==> src/rtl/finish_screen_fx_pkg.sv <==
// Shared types and VGA timing constants for the finish-screen overlay stage.
package finish_screen_fx_pkg;

  typedef enum logic [1:0] {FX_IDLE, FX_REVEAL, FX_SHOW} fx_state_t;
  typedef enum logic {FX_STATIC, FX_BLINK} fx_mode_t;

  localparam int VGA_CW          = 11;
  localparam int VGA_RGBW        = 12;
  localparam int HOR_TOTAL_TIME  = 1056;
  localparam int HOR_BLANK_START = 800;
  localparam int VER_TOTAL_TIME  = 628;
  localparam int VER_BLANK_START = 600;

endpackage

==> src/rtl/finish_screen_fx_edge_rise.sv <==
// Registered rising-edge detector; rise_o is high in the cycle d_i first reads 1.
module edge_rise (
  input  logic clk_i,
  input  logic rst_ni,
  input  logic d_i,
  output logic rise_o
);

  logic d_q;

  always_ff @(posedge clk_i or negedge rst_ni) begin
    if (!rst_ni) d_q <= 1'b0;
    else         d_q <= d_i;
  end

  assign rise_o = d_i & ~d_q;

endmodule

==> src/rtl/finish_screen_fx.sv <==
// End-of-game overlay: passes the picture through, or draws a bordered box revealed
// from its centre row once per frame, then holds or blinks. One cycle of latency.
module finish_screen_fx
  import finish_screen_fx_pkg::*;
#(
  parameter int          BOX_X        = 300,
  parameter int          BOX_Y        = 225,
  parameter int          BOX_W        = 200,
  parameter int          BOX_H        = 150,
  parameter int          BORDER_W     = 4,
  parameter logic [11:0] BOX_RGB      = 12'h0f0,
  parameter logic [11:0] BORDER_RGB   = 12'hfff,
  parameter int          REVEAL_STEP  = 5,
  parameter fx_mode_t    MODE         = FX_BLINK,
  parameter int          BLINK_FRAMES = 30
) (
  input  logic        clk_i,
  input  logic        rst_ni,
  input  logic        enable_i,
  output logic        active_o,
  output logic        shown_o,
  input  logic [10:0] vcount_i,
  input  logic        vsync_i,
  input  logic        vblnk_i,
  input  logic [10:0] hcount_i,
  input  logic        hsync_i,
  input  logic        hblnk_i,
  input  logic [11:0] rgb_i,
  output logic [10:0] vcount_o,
  output logic        vsync_o,
  output logic        vblnk_o,
  output logic [10:0] hcount_o,
  output logic        hsync_o,
  output logic        hblnk_o,
  output logic [11:0] rgb_o
);

  if (BOX_H % 2 != 0) begin : g_box_h_odd
    $error("finish_screen_fx: BOX_H must be even");
  end

  localparam logic [10:0] HALF     = 11'(BOX_H / 2);
  localparam logic [10:0] STEP_SAT = (REVEAL_STEP >= BOX_H / 2) ? HALF : 11'(REVEAL_STEP);
  localparam logic [11:0] CY       = 12'(BOX_Y + BOX_H / 2);
  localparam logic [10:0] X0       = 11'(BOX_X);
  localparam logic [10:0] X1       = 11'(BOX_X + BOX_W);
  localparam logic [10:0] XB0      = 11'(BOX_X + BORDER_W);
  localparam logic [10:0] XB1      = 11'(BOX_X + BOX_W - BORDER_W);
  localparam logic [10:0] Y0       = 11'(BOX_Y);
  localparam logic [10:0] Y1       = 11'(BOX_Y + BOX_H);
  localparam logic [10:0] YB0      = 11'(BOX_Y + BORDER_W);
  localparam logic [10:0] YB1      = 11'(BOX_Y + BOX_H - BORDER_W);
  localparam logic [15:0] BLINK_LAST = 16'(BLINK_FRAMES - 1);

  fx_state_t   state_q, state_d;
  logic [10:0] reveal_h_q, reveal_h_d;
  logic [15:0] blink_cnt_q, blink_cnt_d;
  logic        blink_on_q, blink_on_d;
  logic        active_q, shown_q;
  logic        frame_tick;
  logic [11:0] reveal_sum;
  logic        in_col, in_row, in_reveal, is_border, draw_en;
  logic [11:0] rgb_nxt;

  edge_rise u_frame_tick (
    .clk_i  (clk_i),
    .rst_ni (rst_ni),
    .d_i    (vblnk_i),
    .rise_o (frame_tick)
  );

  // Both operands are <= HALF, so the 12-bit sum cannot wrap.
  assign reveal_sum = {1'b0, reveal_h_q} + {1'b0, STEP_SAT};

  always_comb begin
    state_d     = state_q;
    reveal_h_d  = reveal_h_q;
    blink_cnt_d = blink_cnt_q;
    blink_on_d  = blink_on_q;
    if (frame_tick) begin
      case (state_q)
        FX_IDLE: begin
          if (enable_i) begin
            state_d     = FX_REVEAL;
            reveal_h_d  = STEP_SAT;
            blink_cnt_d = '0;
            blink_on_d  = 1'b1;
          end
        end
        FX_REVEAL: begin
          if (!enable_i) begin
            state_d    = FX_IDLE;
            reveal_h_d = '0;
          end else if (reveal_sum >= {1'b0, HALF}) begin
            state_d     = FX_SHOW;
            reveal_h_d  = HALF;
            blink_cnt_d = '0;
            blink_on_d  = 1'b1;
          end else begin
            reveal_h_d = reveal_sum[10:0];
          end
        end
        FX_SHOW: begin
          if (!enable_i) begin
            state_d     = FX_IDLE;
            reveal_h_d  = '0;
            blink_cnt_d = '0;
            blink_on_d  = 1'b1;
          end else if (MODE == FX_BLINK) begin
            if (blink_cnt_q == BLINK_LAST) begin
              blink_cnt_d = '0;
              blink_on_d  = ~blink_on_q;
            end else begin
              blink_cnt_d = blink_cnt_q + 16'd1;
            end
          end else begin
            blink_on_d = 1'b1;
          end
        end
        default: begin
          state_d    = FX_IDLE;
          reveal_h_d = '0;
        end
      endcase
    end
  end

  always_comb begin
    in_col    = (hcount_i >= X0) && (hcount_i < X1);
    in_row    = (vcount_i >= Y0) && (vcount_i < Y1);
    in_reveal = (({1'b0, vcount_i} + {1'b0, reveal_h_q}) >= CY) &&
                ({1'b0, vcount_i} < (CY + {1'b0, reveal_h_q}));
    // Border follows the box outline, not the moving reveal edge.
    is_border = (hcount_i < XB0) || (hcount_i >= XB1) ||
                (vcount_i < YB0) || (vcount_i >= YB1);
    draw_en   = (state_q == FX_REVEAL) || ((state_q == FX_SHOW) && blink_on_q);
    rgb_nxt   = rgb_i;
    if (vblnk_i || hblnk_i) begin
      rgb_nxt = 12'h000;
    end else if (draw_en && in_col && in_row && in_reveal) begin
      rgb_nxt = is_border ? BORDER_RGB : BOX_RGB;
    end
  end

  always_ff @(posedge clk_i or negedge rst_ni) begin
    if (!rst_ni) begin
      state_q     <= FX_IDLE;
      reveal_h_q  <= '0;
      blink_cnt_q <= '0;
      blink_on_q  <= 1'b1;
      active_q    <= 1'b0;
      shown_q     <= 1'b0;
      vcount_o    <= '0;
      vsync_o     <= 1'b0;
      vblnk_o     <= 1'b0;
      hcount_o    <= '0;
      hsync_o     <= 1'b0;
      hblnk_o     <= 1'b0;
      rgb_o       <= '0;
    end else begin
      state_q     <= state_d;
      reveal_h_q  <= reveal_h_d;
      blink_cnt_q <= blink_cnt_d;
      blink_on_q  <= blink_on_d;
      active_q    <= (state_d != FX_IDLE);
      shown_q     <= (state_d == FX_SHOW);
      vcount_o    <= vcount_i;
      vsync_o     <= vsync_i;
      vblnk_o     <= vblnk_i;
      hcount_o    <= hcount_i;
      hsync_o     <= hsync_i;
      hblnk_o     <= hblnk_i;
      rgb_o       <= rgb_nxt;
    end
  end

  assign active_o = active_q;
  assign shown_o  = shown_q;

endmodule

==> config.mk <==
export PLATFORM = sky130hd
export DESIGN_NAME = finish_screen_fx
export DESIGN_NICKNAME = d
export VERILOG_FILES = /design/src/rtl/finish_screen_fx_pkg.sv /design/src/rtl/finish_screen_fx_edge_rise.sv /design/src/rtl/finish_screen_fx.sv
export SDC_FILE = /design/constraint.sdc
export NUM_CORES = 1
export LEC_CHECK = 0
export ABC_AREA = 1
export ABC_CLOCK_PERIOD_IN_PS = 2700
export BUFFER_PORTS_ARGS = -buffer_cell sky130_fd_sc_hd__clkbuf_2
export CORE_AREA = 2 2 98 100
export CTS_CLUSTER_SIZE = 20
export DETAILED_ROUTE_END_ITERATION = 8
export DIE_AREA = 0 0 100 102
export PLACE_DENSITY = 0.75
export SETUP_SLACK_MARGIN = 0.5
export SLEW_MARGIN = 15
export SYNTH_ARGS = -nofsm -noshare
export SYNTH_HDL_FRONTEND = slang
export SYNTH_HIERARCHICAL = 1
export SYNTH_SLANG_ARGS = --single-unit
==> constraint.sdc <==
create_clock -name clk_i -period 2.7 [get_ports clk_i]
set_input_delay 0.27 -clock clk_i [delete_from_list [all_inputs] [get_ports clk_i]]
set_output_delay 0.27 -clock clk_i [all_outputs]
set_load 0.005 [all_outputs]
# After elaboration in Yosys (flattened, before gate mapping)
# Cells that the tools add are included.
[op_classes]
add_sub_neg = 4
magnitude_cmp = 11
n_eq_ne = 9
n_mux = 26
n_bitwise = 3
reduce_logical = 18
[ops]
columns = ["operator", "count"]
rows = [
  ["$mux 16", 5],
  ["$pmux 16 s3", 1],
  ["$mux 11", 4],
  ["$mux 12", 3],
  ["$ge 11x9->1 const B", 3],
  ["$lt 11x9->1 const B", 3],
  ["$pmux 11 s3", 1],
  ["$add 16x1->16 const B", 1],
  ["$eq 16x5->1 const B", 1],
  ["$add 11x11->12", 1],
  ["$add 11x3->12 const B", 1],
  ["$add 9x11->12 const A", 1],
  ["$ge 12x7->1 const B", 1],
  ["$ge 12x9->1 const B", 1],
  ["$lt 11x12->1", 1],
  ["$ge 11x8->1 const B", 1],
  ["$lt 11x8->1 const B", 1],
  ["$mux 2", 5],
  ["$ne 2x2->1 const B", 4],
  ["$logic_and 1x1->1", 7],
  ["$pmux 2 s3", 1],
  ["$reduce_and 6->1", 1],
  ["$logic_or 1x1->1", 5],
  ["$mux 1", 5],
  ["other kinds (11)", 13],
]
[totals]
regBits = 70
inputBits = 41
out_inout_bits = 40
wordCells = 84

# Depth between registers and ports, before layout
# Gate-level depths: netlist (run 1).
[logic_depth]
word_depth = 8
ltp_mapped = 17
mapped_depth_nobuf = 17

# Hierarchy
# Netlist (run 1), hierarchy kept.
[by_module_without_submodules]
columns = ["mod", "n_inst", "cells_per_inst", "area_per_inst_um2", "seq_area_each_um2"]
rows = [
  ["finish_screen_fx", 1, 584, 4485.6, 1752.9],
  ["edge_rise", 1, 3, 35.0, 25.0],
]

# Worst setup path before layout (run 1)
# OpenSTA, ideal clock, no wires.
[synth_path]
kind = "reg-to-reg"
from = "register reveal_h_q[3]"
to = "register rgb_o[0]"
setup_time_ps = 119
t_arrival_ps = 2401
required_ps = 2581
slack_ps = 180
stages_incl_launch_ff = 16
n_path_buf = 0
period_less_slack_ps = 2520
path_cell_list = "dfrtp_1 inv_1 ha_1 o21ai_0 nand3_1 a21oi_1 xor2_1 ha_1 nand3_1 nand2_1 nor2_1 nand2_1 nor2_4 nand3_2 nand2_4 nor2_1"
[synth_between]
elab_chain_cells = 6
word_cells_on_any_way = 8
cone_classes = "add/sub: 2; order compare: 2; mux: 2; reduce/logical: 2"
[synth_rtl]
columns = ["item", "line_no", "source"]
rows = [
  ["from (decl)", "finish_screen_fx.sv:56", "logic [10:0] reveal_h_q, reveal_h_d;"],
  ["from (signal assigned)", "finish_screen_fx.sv:162", "reveal_h_q <= reveal_h_d;"],
  ["$add 11x11->12 or $add 9x11->12 (tied branches)", "finish_screen_fx.sv:131, finish_screen_fx.sv:132", ""],
  ["$ge 12x9->1 or $lt 11x12->1 (tied branches)", "finish_screen_fx.sv:131, finish_screen_fx.sv:132", ""],
  ["$logic_and 1x1->1 (*)", "finish_screen_fx.sv:131", "in_reveal = (({1'b0, vcount_i} + {1'b0, reveal_h_q}) >= CY) &&"],
  ["$logic_and 1x1->1 (*)", "finish_screen_fx.sv:140", "end else if (draw_en && in_col && in_row && in_reveal) begin"],
  ["$mux 12 (*)", "finish_screen_fx.sv:140", ""],
  ["$mux 12 (*)", "finish_screen_fx.sv:138", "if (vblnk_i || hblnk_i) begin"],
  ["named net rgb_nxt[0]", "finish_screen_fx.sv:63", "logic [11:0] rgb_nxt;"],
  ["to (signal assigned)", "finish_screen_fx.sv:173", "rgb_o <= rgb_nxt;"],
  ["to (decl)", "finish_screen_fx.sv:35", "output logic [11:0] rgb_o"],
]
# The timed path passes the listed nets; every way through them passes the cells marked *.
# A chain may end at the register's enable or synchronous reset.

# Worst setup path in the final report (run 1)
# Ends and elaborated chain as after synthesis.

==> results.md, run 1 <==
* Run status: completed
* Worst setup SP type: flip-flop
* Number of flops mapped to enable cells by yosys at 0
* Worst-path cell chain: inv_4, ha_4, o21ai_4, nand3_2, a21oi_2, xor2_1, ha_1, nand3_1, nand2_1, nor2_2, nand2_2, nor2_4, nand3_2, nand2_4, nor2_1
* Number of warning messages in the yosys log at 6
* Maximum fanout encountered on the critical timing path at 8
* Congestion Overflow GR at 0
* Met3 demand-to-capacity share in global routing at 3.49%
* Number of I/O pins at 81
* Mean routed wirelength per cell at 14.7 um
* Startpoint-to-endpoint class of the critical path: flip-flop to flip-flop
* Hold Path Class: input port to flip-flop
* Register bit count reported by yosys at 71
* Final layout net count at 771
* Worst Clk Skew at 12.5 ps
* Power per cell area at 500 mW/mm2
* Unrepaired setup endpoints after global routing: true
* Tcrit/Tclk final at 94.2%
* Worst setup EP type: flip-flop
* CP max stage delay at 450 ps
* Fmax at 393 MHz
* Filler cells at 789
* Design Area, Final at 0.00556 mm2
* Critical path data arrival time at 2790 ps
* Most frequent cell on the critical path: nand3_2
* Post-synthesis sequential area ratio at 39.3%
* Final Routed Wirelength at 12.0 mm
* Final hold violation count at 0
* Slew HR at 35.4%
* Most used flip-flop cell after synthesis: dfrtp_1
* Vertical die dimension at 102 um
* Finish-stage setup viols at 0
* Placement Cell Area at 0.00508 mm2
* TritonCTS clock tree: yes
* Most common library cell in the layout ignoring fill and taps: nand2_1
* Layer with the highest usage after global routing: met2
* Combined global-route utilization of all metal layers at 22.9%
* Die area at 0.0102 mm2
* Clock period minus final worst setup slack at 2540 ps
* Count of vias placed by the detailed router at 4362
* Final weighted congestion in routability-driven placement at 0.891
* Slew of the pin with the lowest slew margin at 969 ps
* Floorplan core area at 0.00911 mm2
* Ratio of routed vias to standard cells at 5.34
* Pin count of the biggest net entering global routing at 43
* Post-Syn Area per Cell at 7.70 um2
* Netlist area before placement at 0.00452 mm2
* Most used cells in the layout excluding fill and tap cells: nand2_1 (136), inv_1 (84), clkbuf_2 (79)
* HPWL after detailed placement at 8.45 mm
* CTS clk-pin slew, worst paths at 90 ps
* Buffer type at the clock tree root: clkbuf_8
* Total number of clock tree sinks at 71
* Length of the first detailed-routing pass in iterations at 5
* Proportion of layout cells with a drive suffix above 1 at 26.8%
* Maximum clock insertion buffer count at 2
* Post-synth ARST share at 100%
* Via count of the first global-routing pass at 4108
* GR Util met2 at 39.6%
* Remaining design rule violation count at 0
* H-Tree Depth at 3
* Antenna Violating Nets Remaining at 0
* Hold WS at 5.63 ps
* Net Count, Synth at 657
* Number of CTS-inserted buffers at 9
* Number of max-cap violations at 0
* Number of antenna diodes at 0
* Tot Pwr at 2.78 mW
* Met1 track demand over resource at 29.2%
* Initial DRC count at 280
* Post-synthesis cell count at 587
* Max stage delay cell, worst path: dfrtp_2
* Cell Rows at 35
* Final Max Tran Viols at 0
* Number of antenna violations at the first check in global routing at 0
* Count of unique library cells instantiated by Yosys at 42
* Initial Util at 49.6%
* Area Overhead vs Synth at 22.9%
* DIE WIDTH at 100 um
* Leakage power figure at 2.88 nW
* Global-route wire length before repair at 18.8 mm
* Required time worst endpoint at 2950 ps
* I/O Buffers at 80
* Clock network latency to the later pin of the worst-skew pair at 360 ps
* Peak VDD IR at 0.000375 V
-- cell type report --
class / instances / area (um2) / share of cell area, %
Timing Repair Buffer: 104 / 594 / 10.7
Multi-Input combinational cell: 423 / 2500 / 45.0
Tap cell: 111 / 139 / 2.50
Sequential cell: 71 / 1780 / 32.1
Inverter: 92 / 355 / 6.39
Clock inverter: 7 / 61.3 / 1.10
Clock buffer: 9 / 124 / 2.23
-- per-stage QoR --
stage          TNS (ps)  setup WS, ps  std cells  util [%]
3_5_place_dp          0          13.3        779      55.8
5_1_grt           -13.3         -9.86        817      61.0
3_3_place_gp          0           197        779      55.8
4_1_cts               0           218        805      59.0
2_1_floorplan         0           370        587         -
6_report              0           156        817      61.0
-- state kept, by name, summed over array words and instances (netlist names) --
register	cells
hsync_o	1
vblnk_o	1
rgb_o	12
vcount_o	11
hcount_o	11
vsync_o	1
state_q	2
active_o	1
reveal_h_q	11
blink_cnt_q	16
hblnk_o	1
blink_on_q	1
shown_o	1
u_frame_tick/d_q	1
-- worst max-delay path, delay by kind of cell (launching register included) --
family	cells	cell delay (ps)
buffers and inverters	1	70
and+or+nand+nor	9	940
xor gates and xnor gates	1	200
DFF	1	450
AOI/OAI and AO/OA	2	300
adders and majority gates	2	460
-- Yosys cell counts (2+ instances only) --
| cell type | count | area share (%) |
|---|---|---|
| nand2_1 | 141 | 12 |
| inv_1 | 88 | 7.3 |
| dfrtp_1 | 70 | 39 |
| nor2_1 | 53 | 4.4 |
| nand3_1 | 42 | 4.6 |
| a21oi_1 | 30 | 3.3 |
| ha_1 | 28 | 7.7 |
| nor3_1 | 18 | 2.0 |
| xor2_1 | 16 | 3.1 |
| o21ai_2 | 14 | 2.7 |
| nand4_1 | 13 | 1.8 |
| o21ai_0 | 12 | 1.3 |
| nand2_2 | 9 | 1.2 |
| nand3b_1 | 5 | 0.83 |
| o22ai_1 | 5 | 0.69 |
| inv_2 | 3 | 0.25 |
| nand3_2 | 3 | 0.66 |
| nor2_2 | 3 | 0.42 |
| o211ai_1 | 3 | 0.50 |
| o21bai_1 | 3 | 0.50 |
| buf_6 | 2 | 0.50 |
| nor4_1 | 2 | 0.28 |
| o21a_1 | 2 | 0.33 |
| o21ai_1 | 2 | 0.22 |
| or2_1 | 2 | 0.28 |
| xnor2_1 | 2 | 0.39 |
-- logic make-up after synthesis --
logic type	share of synthesized area [%]
buffers and inverters	8.88
flip-flops	39.3
AO/OA/AOI/OAI	10.4
XOR/XNOR	3.49
AND/OR/NAND/NOR	29.7
adder cells (fa/ha/maj)	8.19
-- path summary, 6_finish.rpt --
kind,depth (start not counted),to,slack (ps),start
worst max-delay path,15,rgb_o[0],160,reveal_h_q[3]
max in group asynchronous,2,vblnk_o,1830,rst_ni
worst max register to register,15,rgb_o[0],160,reveal_h_q[3]
min in group asynchronous,1,vcount_o[7],50,rst_ni
worst min register to register,2,blink_on_q,480,blink_on_q
worst min-delay path,1,hsync_o,6,hsync_i
-- power breakdown --
group          internal [mW]  total, mW  switching (mW)
logic                  0.305      0.761           0.456
clock network          0.351      0.829           0.478
registers               1.13       1.19          0.0545
-- routing by layer --
| layer | wire (um) | vias to the layer above |
|---|---|---|
| met5 | 0 | - |
| met4 | 328 | 0 |
| met3 | 662 | 35 |
| met2 | 6070 | 168 |
| met1 | 4950 | 2028 |
| li1 | - | 2131 |
-- what timing repair did --
| action | 4_1_cts | 5_1_grt |
|---|---|---|
| setup buffers | 8 | 9 |
| gates cloned | 2 | 2 |
| gates resized for setup | 11 | 23 |
| hold buffers | 0 | 1 |
| endpoints found under the hold margin | 0 | 1 |
| endpoints found under the setup margin | 29 | 34 |
| pin swaps | 13 | 9 |
Note: power is estimated with default switching activity, not from simulation.
==> run 2: changes to the inputs <==
Settings changed: CORE_AREA 2 2 98 100 to 2 2 96 98, DIE_AREA 0 0 100 102 to 0 0 98 100, PLACE_DENSITY 0.75 to 0.76, SYNTH_HIERARCHICAL 1 to not set.
==> results.md, run 2 <==
* Run status: completed
* Remaining design rule violation count at 0
* Combinational fraction of design power at 29.6%
* Final TNS setup at 0 ps
* Final layout net count at 775
* Filler cells at 724
* Slew HR at 53.6%
* Most used cells in the layout excluding fill and tap cells: nand2_1 (149), clkbuf_2 (79), inv_1 (78)
* Antenna Violating Nets Remaining at 0
* Most used flip-flop cell after synthesis: dfrtp_1
* CTS clk-pin slew, worst paths at 90 ps
* Worst Clk Skew at 8.75 ps
* Clock network latency to the later pin of the worst-skew pair at 360 ps
* CP max stage delay at 500 ps
* CP endpoint: rgb_o[9]
* Initial Util at 49.5%
* Sequential Power Share at 41.7%
* Number of I/O pins at 81
* Count of unique library cells instantiated by Yosys at 35
* Required time worst endpoint at 2950 ps
* Final Routed Wirelength at 11.3 mm
* Final weighted congestion in routability-driven placement at 0.910
* H-Tree Depth at 3
* Destination of the worst register-to-register timing path: rgb_o[9]
* Regs by FF count: blink_cnt_q (16), rgb_o (12)
* Library cell with the highest instance count after synthesis: nand2_1
* Clock share of power at 28.7%
* Total internal power at 1.82 mW
* Power per cell area at 521 mW/mm2
* Number of CTS-inserted buffers at 9
* Maximum clock insertion buffer count at 2
* Area Overhead vs Synth at 24.0%
* Leakage power figure at 2.76 nW
* HPWL after detailed placement at 8.10 mm
* Netlist area before placement at 0.00440 mm2
* Max reg flops at 16
* Floorplan core area at 0.00889 mm2
* Most frequent cell on the critical path: nand2_1
* Most common library cell in the layout ignoring fill and taps: nand2_1
* Proportion of layout cells with a drive suffix above 1 at 23.0%
* Hold Path Class: input port to flip-flop
* R2r setup slk at 350 ps
* Pin count of the biggest net entering global routing at 31
* Area share of the leading cell type in the synthesized netlist at 39.3%
* Register with the highest flop count: blink_cnt_q
* Congestion Overflow GR at 0
* Length of the first detailed-routing pass in iterations at 5
* Critical path data arrival time at 2600 ps
* Buffer type at the clock tree root: clkbuf_8
* Post-synthesis cell count at 592
* P_sw at 1.02 mW
* Post-synth ARST share at 100%
* Number of flops mapped to enable cells by yosys at 0
* Slew of the pin with the lowest slew margin at 696 ps
* Final hold violation count at 0
* Tcrit/Tclk final at 87.1%
* Combined global-route utilization of all metal layers at 22.3%
* Register bit count reported by yosys at 70
* Initial DRC count at 251
* DIE WIDTH at 98 um
* Commonest cells post-synth: nand2_1 (153), inv_1 (83), dfrtp_1 (69)
* Finish-stage setup viols at 0
* I/O Buffers at 80
* Mean routed wirelength per cell at 13.7 um
* Final Max Tran Viols at 0
* Global-route wire length before repair at 17.7 mm
* Worst setup SP type: flip-flop
* Die area at 0.00980 mm2
* Layout Utilization at 61.3%
* Via count of the first global-routing pass at 3910
* Number of antenna diodes at 0
* Number of warning messages in the yosys log at 0
* Yosys top cell by area: dfrtp_1
* Cell Rows at 35
* Fraction of power spent switching nets at 36.0%
* Net Count, Synth at 662
* Ratio of routed vias to standard cells at 5.34
* Maximum fanout encountered on the critical timing path at 8
* Number of cell instances on the worst register-to-register path at 14
* Number of max-cap violations at 0
* Hold path cells at 1
* Startpoint-to-endpoint class of the critical path: flip-flop to flip-flop
* Unrepaired setup endpoints after global routing: true
* Total number of clock tree sinks at 70
* Post-Syn Area per Cell at 7.43 um2
* Worst-path cell chain: nand2_1, o21a_1, nand2_1, xor2_1, ha_1, a21o_1, nand3_1, nand2_1, nor2_2, nand2_2, nor2_4, nand3_2, nand2_4, nor2_1
* Worst setup EP type: flip-flop
* FF-to-FF Start: reveal_h_q[6]
* Max stage delay cell, worst path: dfrtp_1
* Peak VDD IR at 0.000319 V
* Fmax at 425 MHz
* Clock period minus final worst setup slack at 2350 ps
* Vertical die dimension at 100 um
* Synth area leaders: dfrtp_1 (39%), nand2_1 (13%), ha_1 (8.0%)
* Origin of the worst setup path: reveal_h_q[6]
* Count of vias placed by the detailed router at 4381
* Tot Pwr at 2.84 mW
* Post-synthesis sequential area ratio at 39.9%
* TritonCTS clock tree: yes
* Number of antenna violations at the first check in global routing at 0
## run 2: worst min-delay path by stage
stage,from,end,slack (ps)
after floorplan,rst_ni,active_o,-30
after global placement,rst_ni,reveal_h_q[10],350
after detailed placement,rst_ni,reveal_h_q[10],360
after CTS,hcount_i[9],hcount_o[9],4
after global routing,hcount_i[9],hcount_o[9],3
final,hcount_i[9],hcount_o[9],30
## run 2: critical path, delay by kind of cell (launching register included)
family | cells | cell delay (ps)
AND/OR/NAND/NOR | 10 | 980
AO/OA/AOI/OAI | 2 | 360
adder cells (fa/ha/maj) | 1 | 260
flip-flops | 1 | 500
XOR/XNOR | 1 | 160
## run 2: power groups by stage
stage                     sequential (mW)  combinational [mW]  clock, mW
after floorplan                      1.20               0.460          0
after global placement               1.20               0.666          0
after detailed placement             1.21               0.688          0
after CTS                            1.18               0.756      0.837
after global routing                 1.19               0.934      0.878
final                                1.18               0.842      0.814
## run 2: logic make-up (layout without fill, tap and decap cells)
logic type | after synthesis | count (layout) | synth area share (%)
XOR/XNOR | 16 | 16 | 3.19
AND/OR/NAND/NOR | 309 | 312 | 31.0
adder cells (fa/ha/maj) | 29 | 29 | 8.42
buffers and inverters | 92 | 207 | 8.34
AO/OA/AOI/OAI | 76 | 76 | 9.25
flip-flops | 70 | 70 | 39.9
## run 2: stage by stage
stage | cells | hold slack [ps] | area, um2 | setup slack, ps
2_1_floorplan | 592 | -25.6 | 4430 | 392
3_3_place_gp | 781 | 351 | 4960 | 217
3_5_place_dp | 781 | 360 | 4960 | 151
4_1_cts | 812 | 3.58 | 5320 | 372
5_1_grt | 821 | 3.31 | 5450 | 162
6_report | 821 | 27.5 | 5450 | 348
## run 2: area by class of cell
| class | count | area (um2) | share of cell area, % |
|---|---|---|---|
| multi-input combinational | 433 | 2430 | 44.6 |
| sequential | 70 | 1760 | 32.3 |
| timing repair buffer | 106 | 612 | 11.2 |
| inverter | 85 | 324 | 5.94 |
| tap | 111 | 139 | 2.55 |
| clock buffer | 9 | 124 | 2.27 |
| clock inverter | 7 | 63.8 | 1.17 |
## run 2: per-layer routing
| metal | track usage (%) | vias up | part of all wire (%) |
|---|---|---|---|
| met4 | 8.44 | 0 | 1.4 |
| met1 | 29.1 | 2028 | 42 |
| met3 | 4.11 | 16 | 7.0 |
| met5 | 0 | - | 0 |
| met2 | 37.2 | 178 | 49 |
| li1 | - | 2159 | - |
## run 2: what timing repair did
action | in CTS | in global routing
gates cloned | 1 | 2
pin swaps | 9 | 4
setup endpoints to repair | 28 | 33
endpoints found under the hold margin | 32 | 0
setup buffers | 9 | 7
resized for setup | 16 | 19
hold buffers | 5 | 0
==> run 3: changes to the inputs <==
Settings changed: CORE_AREA 2 2 96 98 to 4 4 98 100, CTS_BUF_LIST set to sky130_fd_sc_hd__clkbuf_16, DIE_AREA 0 0 98 100 to 0 0 102 104.
==> results.md, run 3 (synthesized netlist as in run 2, its figures left out) <==
* Run status: finished, violations left
* Failing checks: negative hold slack
* Filler cells at 708
* Count of vias placed by the detailed router at 4334
* Most used cells in the layout excluding fill and tap cells: nand2_1 (151), inv_1 (80), clkbuf_2 (79)
* Worst Clk Skew at 8.20 ps
* Fmax at 396 MHz
* Finish-stage setup viols at 0
* Final weighted congestion in routability-driven placement at 0.939
* CP Buf/Inv Count at 1
* Congestion Overflow GR at 0
* Via count of the first global-routing pass at 4014
* TritonCTS clock tree: yes
* Length of the first detailed-routing pass in iterations at 5
* Die area at 0.0106 mm2
* Critical path data arrival time at 2740 ps
* Number of buffers inserted by hold repair at cts at 0
* Final Max Tran Viols at 0
* Proportion of layout cells with a drive suffix above 1 at 25.2%
* Maximum clock insertion buffer count at 2
* Mean routed wirelength per cell at 14.4 um
* Initial Util at 50.7%
* Cell Rows at 34
* HPWL after detailed placement at 8.35 mm
* Floorplan core area at 0.00868 mm2
* Final Routed Wirelength at 11.8 mm
* Number of antenna violations at the first check in global routing at 0
* Remaining design rule violation count at 0
* H-Tree Depth at 3
* Number of CTS-inserted buffers at 9
* Max reg flops at 16
* Power per cell area at 568 mW/mm2
* Most common library cell in the layout ignoring fill and taps: nand2_1
* Final layout net count at 775
* Unrepaired setup endpoints after global routing: true
* Regs by FF count: blink_cnt_q (16), rgb_o (12)
* Number of I/O pins at 81
* Tcrit/Tclk final at 93.6%
* Maximum fanout encountered on the critical timing path at 8
* Final hold violation count at 27
* Combined global-route utilization of all metal layers at 21.6%
* Worst setup EP type: flip-flop
* Antenna Violating Nets Remaining at 0
* Final TNS setup at 0 ps
* Peak VDD IR at 0.000347 V
* Hold WS at -19.1 ps
* Ratio of routed vias to standard cells at 5.30
* Hold Path Class: input port to async pin
* Buffer type at the clock tree root: clkbuf_16
* Number of max-cap violations at 0
* Register with the highest flop count: blink_cnt_q
* Global-route wire length before repair at 18.8 mm
* DIE WIDTH at 102 um
* Number of antenna diodes at 0
* Layout Utilization at 65.3%
* CP max stage delay at 380 ps
* Worst setup SP type: flip-flop
* Leakage power figure at 2.83 nW
* Startpoint-to-endpoint class of the critical path: flip-flop to flip-flop
* Kind of cell with the highest combined delay on the critical path: simple AND/OR/NAND/NOR gates
* Total number of clock tree sinks at 70
* Vertical die dimension at 104 um
* Slew HR at 28.4%
* Initial DRC count at 202
* Clock period minus final worst setup slack at 2530 ps
* CTS clk-pin slew, worst paths at 60 ps
* Max stage delay cell, worst path: dfrtp_2
* Slew of the pin with the lowest slew margin at 1070 ps
* I/O Buffers at 80
* Clock network latency to the later pin of the worst-skew pair at 330 ps
* Worst-path cell chain: inv_2, ha_4, o21ai_4, nand3_2, a21oi_2, xor2_1, ha_1, nand3_2, nor2_1, nor2_1, nand2_1, nor2_4, nand3_4, nand2_8, nor2_4
* Pin count of the biggest net entering global routing at 44
* Area Overhead vs Synth at 28.8%
* Required time worst endpoint at 2910 ps
==> run 3: cell count changes in the layout (fill, tap and decap cells not counted), sizes merged <==
cell,delta
buf,+6
inv,+1
clkinv,-1
nor2,-1
dlygate4sd3,-5
==> run 3: area by class of cell <==
type	instances	area (um2)	area share (%)
clock inverter	7	61.3	1.08
inverter	85	332	5.85
sequential	70	1760	31.1
multi-input combinational	432	2510	44.3
tap	108	135	2.39
clock buffer	9	225	3.98
timing repair buffer	107	639	11.3
==> run 3: worst register-to-register path: stages, from the launching register on <==
cell,delay (ps)
dfrtp_2,380
inv_2,60
ha_4,170
o21ai_4,140
nand3_2,120
a21oi_2,190
xor2_1,190
ha_1,290
nand3_2,100
nor2_1,50
nor2_1,90
nand2_1,100
nor2_4,220
nand3_4,130
nand2_8,140
nor2_4,50
==> run 3: report_power, final <==
| group | leakage, nW | switching (mW) | total [mW] | internal [mW] |
|---|---|---|---|---|
| Combinational | 1.81 | 0.521 | 0.886 | 0.365 |
| Sequential | 0.886 | 0.0569 | 1.18 | 1.13 |
| Clock | 0.135 | 0.506 | 1.15 | 0.641 |
| Total | 2.83 | 1.08 | 3.22 | 2.13 |
==> run 3: path summary, 6_finish.rpt <==
path                          startpoint              to  slack, ps  cells after the start
max                        reveal_h_q[3]        rgb_o[3]        170                     15
min                               rst_ni  reveal_h_q[10]        -20                      1
max reg2reg                reveal_h_q[3]        rgb_o[3]        170                     15
min reg2reg                   blink_on_q      blink_on_q        470                      2
max in group asynchronous         rst_ni      blink_on_q       2000                      2
min in group clk_i               hsync_i         hsync_o         40                      1
==> run 3: stage by stage <==
step	hold WS, ps	area, um2	power [mW]	instances	worst slack (ps)
3_5_place_dp	358	4960	1.89	777	58.6
3_3_place_gp	347	4960	1.87	777	213
4_1_cts	2.07	5460	3.15	807	305
5_1_grt	25.6	5670	3.39	818	45.8
2_1_floorplan	-25.6	4430	1.66	592	392
6_report	-19.1	5670	3.22	818	172
==> run 3: what timing repair did <==
| item | 4_1_cts | 5_1_grt |
|---|---|---|
| setup buffers | 12 | 11 |
| pin swaps | 15 | 18 |
| endpoints found under the setup margin | 28 | 38 |
| resized for setup | 27 | 33 |
| gates cloned | 2 | 0 |
==> run 3: routing by layer <==
| metal | vias to the layer above | global-route usage [%] | share of wire [%] |
|---|---|---|---|
| li1 | 2165 | - | - |
| met1 | 2003 | 29.4 | 43 |
| met2 | 152 | 35.4 | 49 |
| met3 | 14 | 3.82 | 6.4 |
| met4 | 0 | 5.34 | 0.94 |
| met5 | - | 0 | 0 |
